File: src/rtl/reg_wb_arbiter_pkg.sv
// Shared types for the integer register file write side.
// The pipeline writeback stage, the MUL/DIV unit and the write arbiter
// all use these definitions.
package reg_wb_arbiter_pkg;

   localparam int DATA_W = 32;
   localparam int ADDR_W = 5;

   // A single register write: destination index and the value to store.
   typedef struct packed {
      logic [ADDR_W-1:0] addr;
      logic [DATA_W-1:0] data;
   } wb_req_t;

endpackage

File: src/rtl/reg_wb_arbiter_fifo.sv
// wb_fifo: DEPTH-entry circular FIFO of wb_req_t that buffers MUL/DIV results.
// DEPTH must be a power of two, so the pointers wrap on plain overflow.
// Ports:
//   CLK, RESET   clock and synchronous active-high reset (RESET empties the FIFO)
//   push_i       write wdata_i at the tail (the caller never pushes when full)
//   pop_i        drop the head entry (the caller never pops when empty)
//   wdata_i      entry to push
//   rdata_o      current head entry (valid when count_o != 0)
//   count_o      number of stored entries
module wb_fifo
   import reg_wb_arbiter_pkg::*;
#(
   parameter int DEPTH = 2
) (
   input  logic                         CLK,
   input  logic                         RESET,
   input  logic                         push_i,
   input  logic                         pop_i,
   input  wb_req_t                      wdata_i,
   output wb_req_t                      rdata_o,
   output logic [$clog2(DEPTH+1)-1:0]   count_o
);

   localparam int PTR_W = (DEPTH > 1) ? $clog2(DEPTH) : 1;
   localparam int CNT_W = $clog2(DEPTH+1);

   wb_req_t            mem_q [DEPTH];
   logic [PTR_W-1:0]   head_q;
   logic [PTR_W-1:0]   tail_q;
   logic [CNT_W-1:0]   count_q;

   always_ff @(posedge CLK) begin
      if (RESET) begin
         head_q  <= '0;
         tail_q  <= '0;
         count_q <= '0;
      end else begin
         if (push_i) begin
            mem_q[tail_q] <= wdata_i;
            tail_q        <= tail_q + PTR_W'(1);
         end
         if (pop_i) begin
            head_q <= head_q + PTR_W'(1);
         end
         case ({push_i, pop_i})
            2'b10:   count_q <= count_q + CNT_W'(1);
            2'b01:   count_q <= count_q - CNT_W'(1);
            default: count_q <= count_q;
         endcase
      end
   end

   assign rdata_o = mem_q[head_q];
   assign count_o = count_q;

endmodule

File: src/rtl/reg_wb_arbiter.sv
// reg_wb_arbiter: write-side controller for the 32x32 integer register file.
// Merges pipeline writeback results (always take priority) with buffered
// MUL/DIV results onto the single register file write port, and keeps a
// busy scoreboard of registers that still have a MUL/DIV result pending.
// Ports:
//   CLK, RESET                 clock and synchronous active-high reset
//   ALU_VALID/ADDR/DATA        pipeline writeback result (never stalled)
//   MD_VALID/READY/ADDR/DATA   MUL/DIV result handshake into the FIFO
//   ISSUE_MD, ISSUE_ADDR       MUL/DIV issue, marks its destination busy
//   CHK_ADDR1/2, BUSY1/2       decode source checks against pending writes
//   REG_WRITE/ADDR/DATA        registered register file write port
module reg_wb_arbiter
   import reg_wb_arbiter_pkg::*;
#(
   parameter int DATA_W   = reg_wb_arbiter_pkg::DATA_W,
   parameter int ADDR_W   = reg_wb_arbiter_pkg::ADDR_W,
   parameter int MD_DEPTH = 2
) (
   input  logic              CLK,
   input  logic              RESET,
   input  logic              ALU_VALID,
   input  logic [ADDR_W-1:0] ALU_ADDR,
   input  logic [DATA_W-1:0] ALU_DATA,
   input  logic              MD_VALID,
   output logic              MD_READY,
   input  logic [ADDR_W-1:0] MD_ADDR,
   input  logic [DATA_W-1:0] MD_DATA,
   input  logic              ISSUE_MD,
   input  logic [ADDR_W-1:0] ISSUE_ADDR,
   input  logic [ADDR_W-1:0] CHK_ADDR1,
   input  logic [ADDR_W-1:0] CHK_ADDR2,
   output logic              BUSY1,
   output logic              BUSY2,
   output logic              REG_WRITE,
   output logic [ADDR_W-1:0] REG_ADDR,
   output logic [DATA_W-1:0] REG_DATA
);

   localparam int CNT_W = $clog2(MD_DEPTH+1);
   localparam int NREGS = 1 << ADDR_W;
   localparam logic [CNT_W-1:0] FULL_CNT = CNT_W'(MD_DEPTH);

   wb_req_t            md_req;
   wb_req_t            md_head;
   logic [CNT_W-1:0]   md_count;
   logic               alu_live;
   logic               md_push;
   logic               md_pop;

   logic               reg_write_q;
   logic [ADDR_W-1:0]  reg_addr_q;
   logic [DATA_W-1:0]  reg_data_q;
   logic               md_inflight_q;
   logic [NREGS-1:0]   busy_q;
   logic [NREGS-1:0]   busy_d;

   assign alu_live = ALU_VALID && (ALU_ADDR != '0);
   // Ready looks only at the registered count: a pop in the same cycle does
   // not open a slot, which keeps MD_READY free of any path from ALU_VALID.
   assign MD_READY = !RESET && (md_count < FULL_CNT);
   // Results for x0 complete the handshake but are never stored.
   assign md_push  = MD_VALID && MD_READY && (MD_ADDR != '0);
   assign md_pop   = !alu_live && (md_count != '0);
   assign md_req   = '{addr: MD_ADDR, data: MD_DATA};

   wb_fifo #(.DEPTH(MD_DEPTH)) u_fifo (
      .CLK     (CLK),
      .RESET   (RESET),
      .push_i  (md_push),
      .pop_i   (md_pop),
      .wdata_i (md_req),
      .rdata_o (md_head),
      .count_o (md_count)
   );

   // A new issue to the register being retired must stay busy, so the set
   // is applied after the clear.
   always_comb begin
      busy_d = busy_q;
      if (md_pop) begin
         busy_d[md_head.addr] = 1'b0;
      end
      if (ISSUE_MD && (ISSUE_ADDR != '0)) begin
         busy_d[ISSUE_ADDR] = 1'b1;
      end
      busy_d[0] = 1'b0;
   end

   always_ff @(posedge CLK) begin
      if (RESET) begin
         reg_write_q   <= 1'b0;
         reg_addr_q    <= '0;
         reg_data_q    <= '0;
         md_inflight_q <= 1'b0;
         busy_q        <= '0;
      end else begin
         busy_q <= busy_d;
         if (alu_live) begin
            reg_write_q   <= 1'b1;
            reg_addr_q    <= ALU_ADDR;
            reg_data_q    <= ALU_DATA;
            md_inflight_q <= 1'b0;
         end else if (md_pop) begin
            reg_write_q   <= 1'b1;
            reg_addr_q    <= md_head.addr;
            reg_data_q    <= md_head.data;
            md_inflight_q <= 1'b1;
         end else begin
            reg_write_q   <= 1'b0;
         end
      end
   end

   // The scoreboard bit is already clear while the popped result is on its
   // way into the register file, so the in-flight write is also matched.
   assign BUSY1 = (CHK_ADDR1 != '0) &&
                  (busy_q[CHK_ADDR1] ||
                   (reg_write_q && md_inflight_q && (reg_addr_q == CHK_ADDR1)));
   assign BUSY2 = (CHK_ADDR2 != '0) &&
                  (busy_q[CHK_ADDR2] ||
                   (reg_write_q && md_inflight_q && (reg_addr_q == CHK_ADDR2)));

   assign REG_WRITE = reg_write_q;
   assign REG_ADDR  = reg_addr_q;
   assign REG_DATA  = reg_data_q;

endmodule
File: config.mk
export PLATFORM = sky130hd
export DESIGN_NAME = reg_wb_arbiter
export DESIGN_NICKNAME = d
export VERILOG_FILES = /design/src/rtl/reg_wb_arbiter_pkg.sv /design/src/rtl/reg_wb_arbiter_fifo.sv /design/src/rtl/reg_wb_arbiter.sv
export SDC_FILE = /design/constraint.sdc
export NUM_CORES = 1
export LEC_CHECK = 0
export ABC_AREA = 1
export ABC_CLOCK_PERIOD_IN_PS = 4400
export BUFFER_PORTS_ARGS = -buffer_cell sky130_fd_sc_hd__buf_4
export CORE_MARGIN = 2
export CORE_UTILIZATION = 56
export DETAILED_ROUTE_END_ITERATION = 8
export GPL_ROUTABILITY_DRIVEN = 0
export GPL_TIMING_DRIVEN = 0
export PLACE_DENSITY = 0.9
export SYNTH_ARGS = -nofsm -noshare
export SYNTH_HDL_FRONTEND = slang
export SYNTH_HIERARCHICAL = 1
export SYNTH_SLANG_ARGS = --single-unit
File: constraint.sdc
create_clock -name CLK -period 4.4 [get_ports CLK]
set_input_delay 0.22 -clock CLK [delete_from_list [all_inputs] [get_ports CLK]]
set_output_delay 0.22 -clock CLK [all_outputs]
set_load 0.02 [all_outputs]
Word-level counts from Yosys, hierarchy flattened:

Memory sizes are Yosys's and may differ from the RTL's. A register that Yosys moved wholly into a read port is not among the register bits.
Index checks and enable logic that the tools add are counted.

* add/sub/neg operators: 4
* magnitude comparators: 7
* equal/unequal tests: 4
* multiplexer cells: 22
* bitwise logic cells: 3
* reduce and logical (&&, ||, !) cells: 26

Operator list (count)
* 32-bit two-way mux: 4
* 32-bit AND: 1
* 32-bit NOT: 1
* 32-bit bitwise OR: 1
* 5-bit nonzero test: 5
* 5-bit by 6-bit < comparator with 1-bit output (second input constant): 4
* 1-bit logical AND: 13
* 1-bit two-way mux: 11
* 1-bit binary-select mux with 5-bit select: 2
* 1-bit demux with 5-bit select: 2
* 5-bit equality test: 2
* 5-bit by 1-bit >= comparator with 1-bit output (second input constant): 2
* 5-bit two-way mux: 2
* 2-bit nonzero test: 3
* 2-bit case mux with 2 select lines: 1
* 1-bit adder (second input constant): 2
* 2-bit by 1-bit adder with 2-bit output (second input constant): 1
* 2-bit by 1-bit equality test with 1-bit output (second input constant): 1
* 2-bit equality test (second input constant): 1
* 1-bit logical NOT: 2
* 1-bit logical OR: 2
* 2-bit < comparator (second input constant): 1
* 2-bit OR reduction: 1
* 2-bit by 1-bit subtractor with 2-bit output (second input constant): 1

* flip-flop bits (word level): 75
* bits in writable memories: 74
* input port bits: 94
* output and inout port bits: 41
* word-level logic and storage cells: 76
* memories kept: 1

Memory list
* u_fifo.mem_q: depth 2, bits a word 37, read ports 1, clocked after Yosys merged registers in 1, wr ports 1, RTL line reg_wb_arbiter_fifo.sv:27 `wb_req_t mem_q [DEPTH];`

Longest topological paths before layout:

Gate-level depths: netlist of run 1.

* word-level depth: 9
* depth in mapped cells: 12
* gate-level depth less buffers: 11

Hierarchy:

Netlist of run 1, hierarchy kept.

Modules (own cells, without submodules)
* reg_wb_arbiter: times used 1, cells each 623, area each 4022.6 sq um, seq. area each 1401.3 sq um
* wb_fifo: times used 1, cells each 146, area each 3041.7 sq um, seq. area each 2322.2 sq um

Worst setup path before layout of run 1:

No wires, ideal clock.

* kind: input -> register
* from: input port RESET
* to: memory u_fifo/mem_q[1][0] in the netlist's numbering (enable)
* setup time: 0.478 ns
* data arrival time: 3.611 ns
* required time: 3.922 ns
* path slack: 0.312 ns
* stages on the path: 6
* path buffers: 1
* cells stage by stage: clkbuf_1 -> nor2_1 -> o311ai_0 -> inv_1 -> inv_1 -> nor3_1

* word-level cells in the longest chain between the ends: 7

RTL lines
* start: declaration: RTL line reg_wb_arbiter.sv:20 `input logic RESET,`
* 1-bit logical NOT: RTL line reg_wb_arbiter.sv:60 `assign MD_READY = !RESET && (md_count < FULL_CNT);`
* 1-bit logical AND: RTL line reg_wb_arbiter.sv:60
* net MD_READY: RTL line reg_wb_arbiter.sv:25 `output logic MD_READY,`
* 1-bit logical AND (2 in series): RTL line reg_wb_arbiter.sv:62 `assign md_push = MD_VALID && MD_READY && (MD_ADDR != '0);`
* net md_push: RTL line reg_wb_arbiter.sv:47 `logic md_push;`
* 1-bit two-way mux: RTL line reg_wb_arbiter_fifo.sv:38 `if (push_i) begin`
* 1-bit two-way mux: RTL line reg_wb_arbiter_fifo.sv:33 `if (RESET) begin`
* 1-bit two-way mux (implied by the code): RTL line reg_wb_arbiter_fifo.sv:39 `mem_q[tail_q] <= wdata_i;`
* end: declaration: RTL line reg_wb_arbiter_fifo.sv:27

The timed path passes the listed nets, and every way through them passes these cells.

Worst setup path in the final report of run 1:

* from: input port MD_ADDR[4]
* to: memory u_fifo/mem_q[1][20] in the netlist's numbering (enable)

* word-level cells in the longest chain between the ends: 5

RTL lines
* start: declaration: RTL line reg_wb_arbiter.sv:26 `input logic [ADDR_W-1:0] MD_ADDR,`
* 5-bit nonzero test: RTL line reg_wb_arbiter.sv:62
* 1-bit logical AND: RTL line reg_wb_arbiter.sv:62
* net md_push: RTL line reg_wb_arbiter.sv:47
* 1-bit two-way mux: RTL line reg_wb_arbiter_fifo.sv:38
* 1-bit two-way mux: RTL line reg_wb_arbiter_fifo.sv:33
* 1-bit two-way mux (implied by the code): RTL line reg_wb_arbiter_fifo.sv:39

The timed path passes the listed nets, and every way through them passes these cells.

==> metrics.md, run 1 <==
| Metric | Value |
|---|---|
| Syn. warnings | 6 |
| Required time of the worst setup path | 4.55 ns |
| Core box area | 12500 sq um |
| FF/Latch Area | between 3000 and 4000 sq um |
| Post-DR wirelength/cell | just under 20 um |
| Grt ovf | 0 |
| Slowest-stage cell, CP | nor3_2 |
| Final WL | 22200 um |
| DR iter-0 viols | 800 |
| # fillers | about 760 |
| TritonRoute pass-1 iters | 5 |
| Worst rel slew slack | a little under half |
| Critical path class | input pin to flop |
| Asr flop ratio synth | 0% |
| Placed cell area | 8330 sq um |
| Final period util | 53.9% |
| Tmin final | 2.37 ns |
| Static Leak | 0.00390 uW |
| FP Rows | 41 |
| Fin area | 9270 sq um |
| Total track usage | approximately a third |
| Max stage delay on crit path | approximately 0.63 ns |
| I/O pin cnt | 135 |
| Area of the multi-input gates | roughly 2800 sq um |
| PortBufs | 130 |
| Power Total | 3830 uW |
| Final Util | 74.3% |
| Deepest clock path buffer count | 2 |
| PD cells | 413 nW/um^2 |
| VDD IR max | 0.000434 V |
| Clock skew | 0.0159 ns |
| Post-Synthesis Cells | 769 |
| Hold WC Path Type | input pin to flop |
| First-pass GRT wire length | 34200 um |
| Die H | between 100 and 150 um |
| Post-CTS Setup Repair Bufs | 0 |
| P&R area growth vs syn | 31.2% |
| Grt met1 use | 40.7% |
| DR vias | approximately 6700 |
| CP cell instances | dlygate4sd3_1 > buf_4 > or3_1 > o311ai_0 > inv_1 > inv_1 > nor3_2 > buf_6 > buf_8 > buf_6 |
| Die area | 13500 sq um |
| Max-slew violation count | 0 |
| Setup TNS | 0 ns |
| Fmax | roughly 420 MHz |
| CP Capture Type | flop |
| Number of synthesized flops with an enable pin | between 70 and 80 |
| Syn_area_per_cell | 9.19 sq um |
| Die X | 116 um |
| Post-synth cell types | 40 |
| # resized after CTS | 0 |
| Netlist Area Pre-Place | 7060 sq um |
| Register area share after synthesis | 52.7% |
| Fin. Hold Viols | 0 |
| Final setup viols | 0 |
| Layout cells sized above 1 | 25.9% |
| Number of remaining DRC errors | 0 |
| RSZ-0062 raised after global routing | no |
| Worst-Skew Late Latency | 0.44 ns |
| Max-Cap Viols | 0 |
| Crit path arrival time | 2.52 ns |
| CP Max Fanout | 12 |
| CTS tree | yes |
| Initial antenna violation count | 1 |
| CTS root buf | clkbuf_16 |
| Worst-path clk slew | 0.06 ns |
| Worst-margin pin slew | 0.819 ns |
| CTS Buf Count | 17 |
| Met3 capacity usage during global routing | 6.69% |
| M2 GR Usage | a little under three fifths |
| Htree depth | 4 |
| Syn Nets | 864 |
| Vias per cell | 5.82 |
| Top Usage Layer GRT | met2 |
| Flops & latches, synth | 149 |
| CTS sink count | 149 |
| Startpoint Class | input pin |
| Outcome | finished clean |
| Vias in the first global route | ~6500 |
| Initial Utilization | 56.7% |
| Ys flop type | dfxtp_1 |
| Final HPWL DP | 13200 um |
| Nets@finish | 1054 |
| Remaining antenna violation count | 0 |
| Largest net degree at the start of global routing | 32 |
[stage by stage]
step | hold WS, ns | worst slack (ns) | instances
finish | 0.0365 | 2.03 | 1145
global route | 0.0505 | 1.93 | 1145
CTS | 0.0265 | 2.03 | 1144
detailed placement | 0.408 | 1.76 | 1075
global placement | 0.406 | -0.903 | 1071
floorplan | 0.289 | 0.312 | 769
[synthesized netlist by cell type (all sizes together) (4+ instances only)]
master / number / area [sq um]
nand2: 234 / 913
inv: 83 / 314
dfxtp: 75 / 1500
edfxtp: 74 / 2220
nand3: 55 / 275
mux2: 37 / 529
nor2: 36 / 143
a21oi: 34 / 170
a31oi: 34 / 275
buf: 22 / 200
o21ai: 20 / 100
o31ai: 16 / 120
clkbuf: 12 / 45.0
nor3: 9 / 45.0
o211ai: 5 / 37.5
nand4: 4 / 25.0
xor2: 4 / 35.0
[flip-flops by register name, summed over array words and instances, names as in the netlist, named ones only]
register / flops
REG_ADDR: 5
REG_DATA: 32
REG_WRITE: 1
busy_q: 31
md_inflight_q: 1
u_fifo/count_o: 2
u_fifo/head_q: 1
u_fifo/mem_q: 74
u_fifo/tail_q: 1
[what timing repair did]
item	CTS	global route
hold endpoints to repair	74	0
hold buffers	37	0
endpoints found under the setup margin	0	0
[power by group]
group	switching, uW	internal, uW	total [uW]
clock network	646	791	1440
logic	459	352	811
registers	48.5	1530	1580
total	1150	2670	3830
[per-layer routing]
metal / vias to the layer above / routed length (um)
met3: 122 / 1990
li1: 2974 / -
met2: 496 / 10800
met5: - / 0
met1: 3070 / 8130
met4: 0 / 1320
[cell type report]
cell class / count / share of cell area (%)
sequential: 149 / 40.2
multi-input combinational: 501 / 30.1
timing repair buffer: 171 / 15.1
clock buffer: 17 / 4.59
inverter: 85 / 3.48
buffer: 34 / 2.65
tap: 172 / 2.32
clock inverter: 15 / 1.54
antenna: 1 / 0.0270
[worst max-delay path, delay by kind of cell]
family                 cells  cell delay [ns]
and+or+nand+nor            2             0.73
buffers and inverters      7             1.45
AOI/OAI and AO/OA          1             0.12
[cells in the final DEF (no fill, tap or decap), types with 16 or more instances in the layout]
cell	netlist	layout
nand2_1	222	222
buf_4	4	134
inv_1	81	81
dfxtp_1	75	75
edfxtp_1	74	74
nand3_1	55	55
dlygate4sd3_1	0	37
nor2_1	35	34
a21oi_1	34	34
mux2_4	30	30
a31oi_1	24	24
o21ai_0	20	20
clkbuf_16	0	17
o31ai_1	16	16
[final timing paths]
check / from / to / slack, ns / depth (start not counted)
worst max-delay path: MD_ADDR[4] / u_fifo/mem_q[1][20] / 2.03 / 10
worst min-delay path: RESET / u_fifo/head_q / 0.04 / 2
worst max register to register: u_fifo/count_o[1] / u_fifo/mem_q[1][20] / 2.06 / 8
worst min register to register: busy_q[7] / busy_q[7] / 0.48 / 2
[cell families after synthesis]
kind of cell	count (synthesis)	synth area share (%)
and+or+nand+nor	342	20.2
DFF	149	52.7
buffers and inverters	119	8.04
AOI/OAI and AO/OA	114	10.5
muxes	37	7.49
xor gates and xnor gates	7	0.868
adders and majority gates	1	0.177
(Power assumes the default switching activity.)
==> inputs of run 2 (changes only) <==
- ABC_AREA: 1 -> 0
- ABC_CLOCK_PERIOD_IN_PS: 4400 -> 2090
- CORE_UTILIZATION: 56 -> 49
- PLACE_DENSITY: 0.9 -> 0.84
- clock period: 4.4 -> 2.09 ns (I/O delays scaled with it)
==> run 2 against run 1 <==
Global-route usage shrank 5.8 points. Via count shrank 15%. Worst setup slack lost 2.0 ns. Final area grew 0.41%. Count of clock-buffer cells in the layout grew 2. Sequential share of layout area shrank 0.11 points. Synthesized area shrank 7.7%. First-iteration DRC count shrank 52%. Total power grew 140%. Non-clock buffer count grew 47. Die area grew 5.3%. Cell count shrank 14%.
==> metrics.md, run 2 <==
| Metric | Value |
|---|---|
| Outcome | finished clean (unchanged) |
| Layout cells sized above 1 | 33.4% (was 25.9%) |
| Core box area | 13100 sq um (was 12500 sq um) |
| P&R area growth vs syn | 42.8% (was 31.2%) |
| Register area share after synthesis | 57.1% (was 52.7%) |
| Fmax | 485 MHz |
| Critical path class | flop to flop (was input pin to flop) |
| Vias in the first global route | 5974 (was 6475) |
| Number of remaining DRC errors | 0 (unchanged) |
| Yosys top cell by area | edfxtp_1 (unchanged) |
| Deepest clock path buffer count | 2 (unchanged) |
| Fin area | 9300 sq um (was 9270 sq um) |
| Syn Nets | 654 (was 864) |
| Die area | 14200 sq um (was 13500 sq um) |
| I/O pin cnt | 135 (unchanged) |
| Syn_area_per_cell | 11.7 sq um (was 9.19 sq um) |
| First-pass GRT wire length | 30600 um (was 34200 um) |
| Commonest cells after routing, fill and taps aside | 142 x buf_4, 77 x nand2_1, 74 x edfxtp_1, 72 x dlygate4sd3_1, 71 x dfxtp_1 (was 222 x nand2_1, 134 x buf_4, 81 x inv_1, 75 x dfxtp_1, 74 x edfxtp_1) |
| Area fraction of the dominant cell type after synthesis | 34.1% (was 31.5%) |
| Max-slew violation count | 0 (unchanged) |
| RSZ-0062 raised after global routing | yes (was no) |
| Tmin final | 2.06 ns |
| Hold-critical path depth | 3 (was 2) |
| Post-synth cell types | 46 (was 40) |
| Clock skew | 0.0143 ns (was 0.0159 ns) |
| Largest net degree at the start of global routing | 20 (was 32) |
| Ys flop type | dfxtp_1 (unchanged) |
| Max stage delay on crit path | 0.38 ns (was 0.63 ns) |
| Nets@finish | 885 (was 1054) |
| Post-Synthesis Cells | 559 (was 769) |
| Hold EP | REG_DATA[1] (was u_fifo/head_q) |
| Grt ovf | 0 (unchanged) |
| Total track usage | 27.6% (was 33.4%) |
| Worst-Skew Late Latency | 0.41 ns (was 0.44 ns) |
| Initial Utilization | 49.6% (was 56.7%) |
| Layout Cells excl Fill | 980 (was 1145) |
| Placed Instances | 871 (was 1075) |
| R2R setup slack | 0.03 ns (was 2.06 ns) |
| Crit path arrival time | 2.32 ns (was 2.52 ns) |
| Initial antenna violation count | 1 (unchanged) |
| Most used cell, CP | buf_6 |
| Most flop-heavy register | u_fifo/mem_q (unchanged) |
| Flops & latches, synth | 149 (unchanged) |
| Die H | 119 um (was 116 um) |
| # fillers | 868 (was 762) |
| Syn. warnings | 6 (unchanged) |
| Worst rel slew slack | 51.6% (was 45.1%) |
| Fin. Hold Viols | 0 (unchanged) |
| Slowest-stage cell, CP | mux2_2 (was nor3_2) |
| Required time of the worst setup path | 2.35 ns (was 4.55 ns) |
| Sw frac | 30.7% (was 30.1%) |
| Count leader, synth | nand2_1 (unchanged) |
| Asr flop ratio synth | 0% (unchanged) |
| CTS sink count | 149 (unchanged) |
| Max-Cap Viols | 0 (unchanged) |
| Reg2reg end | busy_q[4] (was u_fifo/mem_q[1][20]) |
| Placed cell area | 7860 sq um (was 8330 sq um) |
| Worst Hold Launch | ALU_DATA[1] (was RESET) |
| DR vias | 5653 (was 6662) |
| Worst-margin pin slew | 0.726 ns (was 0.819 ns) |
| Sequential group share of total power | 38.4% (was 41.2%) |
| Number of flip-flops in the largest register | 74 (unchanged) |
| Vias per cell | 5.77 (was 5.82) |
| Worst-path clk slew | 0.06 ns (about the same) |
| Remaining antenna violation count | 0 (unchanged) |
| CP Max Fanout | 10 (was 12) |
| Final setup viols | 0 (unchanged) |
| CTS tree | yes (unchanged) |
| Die X | 119 um (was 116 um) |
| Synth cell count leaders | 78 x nand2_1, 75 x dfxtp_1, 74 x edfxtp_1 (was 222 x nand2_1, 81 x inv_1, 75 x dfxtp_1) |
| PortBufs | 132 (was 130) |
| Final WL | 19500 um (was 22200 um) |
| CP Capture Type | flop (unchanged) |
| DR iter-0 viols | 385 (was 800) |
| FF-to-FF path depth | 7 (was 8) |
| Final HPWL DP | 12300 um (was 13200 um) |
| Final Util | 70.8% (was 74.3%) |
| Largest cells by area after synthesis | edfxtp_1 34%, dfxtp_1 23%, mux2_2 7.1% (was edfxtp_1 31%, dfxtp_1 21%, nand2_1 12%) |
| CP cell instances | buf_6 > buf_6 > mux2_2 > nand3b_4 > buf_4 > o311ai_1 > o21ai_0 (was dlygate4sd3_1 > buf_4 > or3_1 > o311ai_0 > inv_1 > inv_1 > nor3_2 > buf_6 > buf_8 > buf_6) |
| CTS Buf Count | 17 (unchanged) |
| PD cells | 972 nW/um^2 (was 413 nW/um^2) |
| Combinational share of power | 27.8% (was 21.2%) |
| Startpoint Class | flop (was input pin) |
| VDD IR max | 0.000806 V (was 0.000434 V) |
| Internal Power | 6260 uW (was 2670 uW) |
| Hold WC Path Type | input pin to flop (unchanged) |
| Final period util | 98.6% |
| Number of synthesized flops with an enable pin | 74 (unchanged) |
| Power share of the clock group | 33.8% (was 37.6%) |
| Htree depth | 4 (unchanged) |
| Post-DR wirelength/cell | 19.9 um (was 19.4 um) |
| Static Leak | 0.00348 uW (was 0.00390 uW) |
| Worst hold slack | 0.0172 ns (was 0.0365 ns) |
| CTS root buf | clkbuf_16 (unchanged) |
| Commonest non-fill, non-tap cell in the layout | buf_4 (was nand2_1) |
| TritonRoute pass-1 iters | 5 (unchanged) |
| P_sw | 2780 uW (was 1150 uW) |
| FP Rows | 42 (was 41) |
| Netlist Area Pre-Place | 6520 sq um (was 7060 sq um) |
[run 2: changes by cell type in the layout (fill, tap and decap cells not counted), sizes merged, moves of 16 or more]
cell and delta:
dlygate4sd3 +35, nand2 -156, a311oi +35, a31oi -33, a21oi -27, o31ai -16
inv -81, nand3 -44, o311ai +23
[run 2: kinds of logic (layout without fill, tap and decap cells)]
kind of cell,after synthesis,after routing,share of synthesized area (%)
and+or+nand+nor,174,174,12.0
DFF,149,149,57.1
AOI/OAI and AO/OA,111,111,12.9
muxes,61,61,12.5
buffers and inverters,49,293,3.42
xor gates and xnor gates,14,14,1.88
adders and majority gates,1,1,0.192
other,0,1,0
[run 2: cell type report]
cell class	instances	area, sq um	share of cell area [%]
Timing Repair Buffer	215	1850	19.9
Inverter	9	33.8	0.363
Antenna cell	1	2.50	0.0269
Clock buffer	19	433	4.65
Multi-Input combinational cell	361	2670	28.7
Buffer	37	210	2.26
Clock inverter	13	160	1.72
Tap cell	176	220	2.37
Sequential cell	149	3730	40.1
[run 2: how the worst max path moves through the flow]
stage | depth (start not counted) | slack [ns] | endpoint
after floorplan | 5 | -0.16 | u_fifo/mem_q[1][0]
after global placement | 7 | -1.03 | u_fifo/mem_q[1][17]
after detailed placement | 9 | -0.42 | u_fifo/mem_q[1][17]
after CTS | 9 | -0.02 | u_fifo/count_o[1]
after global routing | 5 | -0.02 | BUSY1
final | 7 | 0.03 | busy_q[4]
[run 2: timing repair]
action | in CTS | in global routing
pin swaps | 1 | 2
setup endpoints to repair | 43 | 59
gates cloned | 0 | 0
endpoints found under the hold margin | 110 | 4
setup buffers | 1 | 6
resized for setup | 11 | 18
hold buffers | 71 | 1
[run 2: stage by stage]
stage	total power (uW)	setup slack (ns)	setup TNS [ns]
after CTS	8960	-0.0204	-0.0204
after detailed placement	5780	-0.419	-22.26
final	9040	0.0288	0
after global placement	5680	-1.03	-73.84
after global routing	9370	-0.0218	-0.0295
after floorplan	4940	-0.162	-7.41
[run 2: metal layers]
layer / part of all wire [%] / vias to the layer above / track usage (%)
li1: - / 2587 / -
met1: 38 / 2740 / 30.7
met2: 53 / 274 / 50.0
met3: 7.0 / 52 / 7.28
met4: 2.5 / 0 / 11.5
met5: 0 / - / 0
[run 2: power groups by stage]
stage               Combinational (uW)  Clock (uW)  Sequential [uW]
finish                            2510        3060             3470
global route                      2690        3200             3490
CTS                               2430        3070             3460
detailed placement                2260           0             3510
global placement                  2180           0             3500
floorplan                         1290           0             3650
[run 2: worst max-delay path: cells and delay by family, from the launching register on]
family	cells	cell delay (ns)
DFF	1	0.32
muxes	1	0.38
and+or+nand+nor	1	0.21
buffers and inverters	3	0.55
AOI/OAI and AO/OA	2	0.46
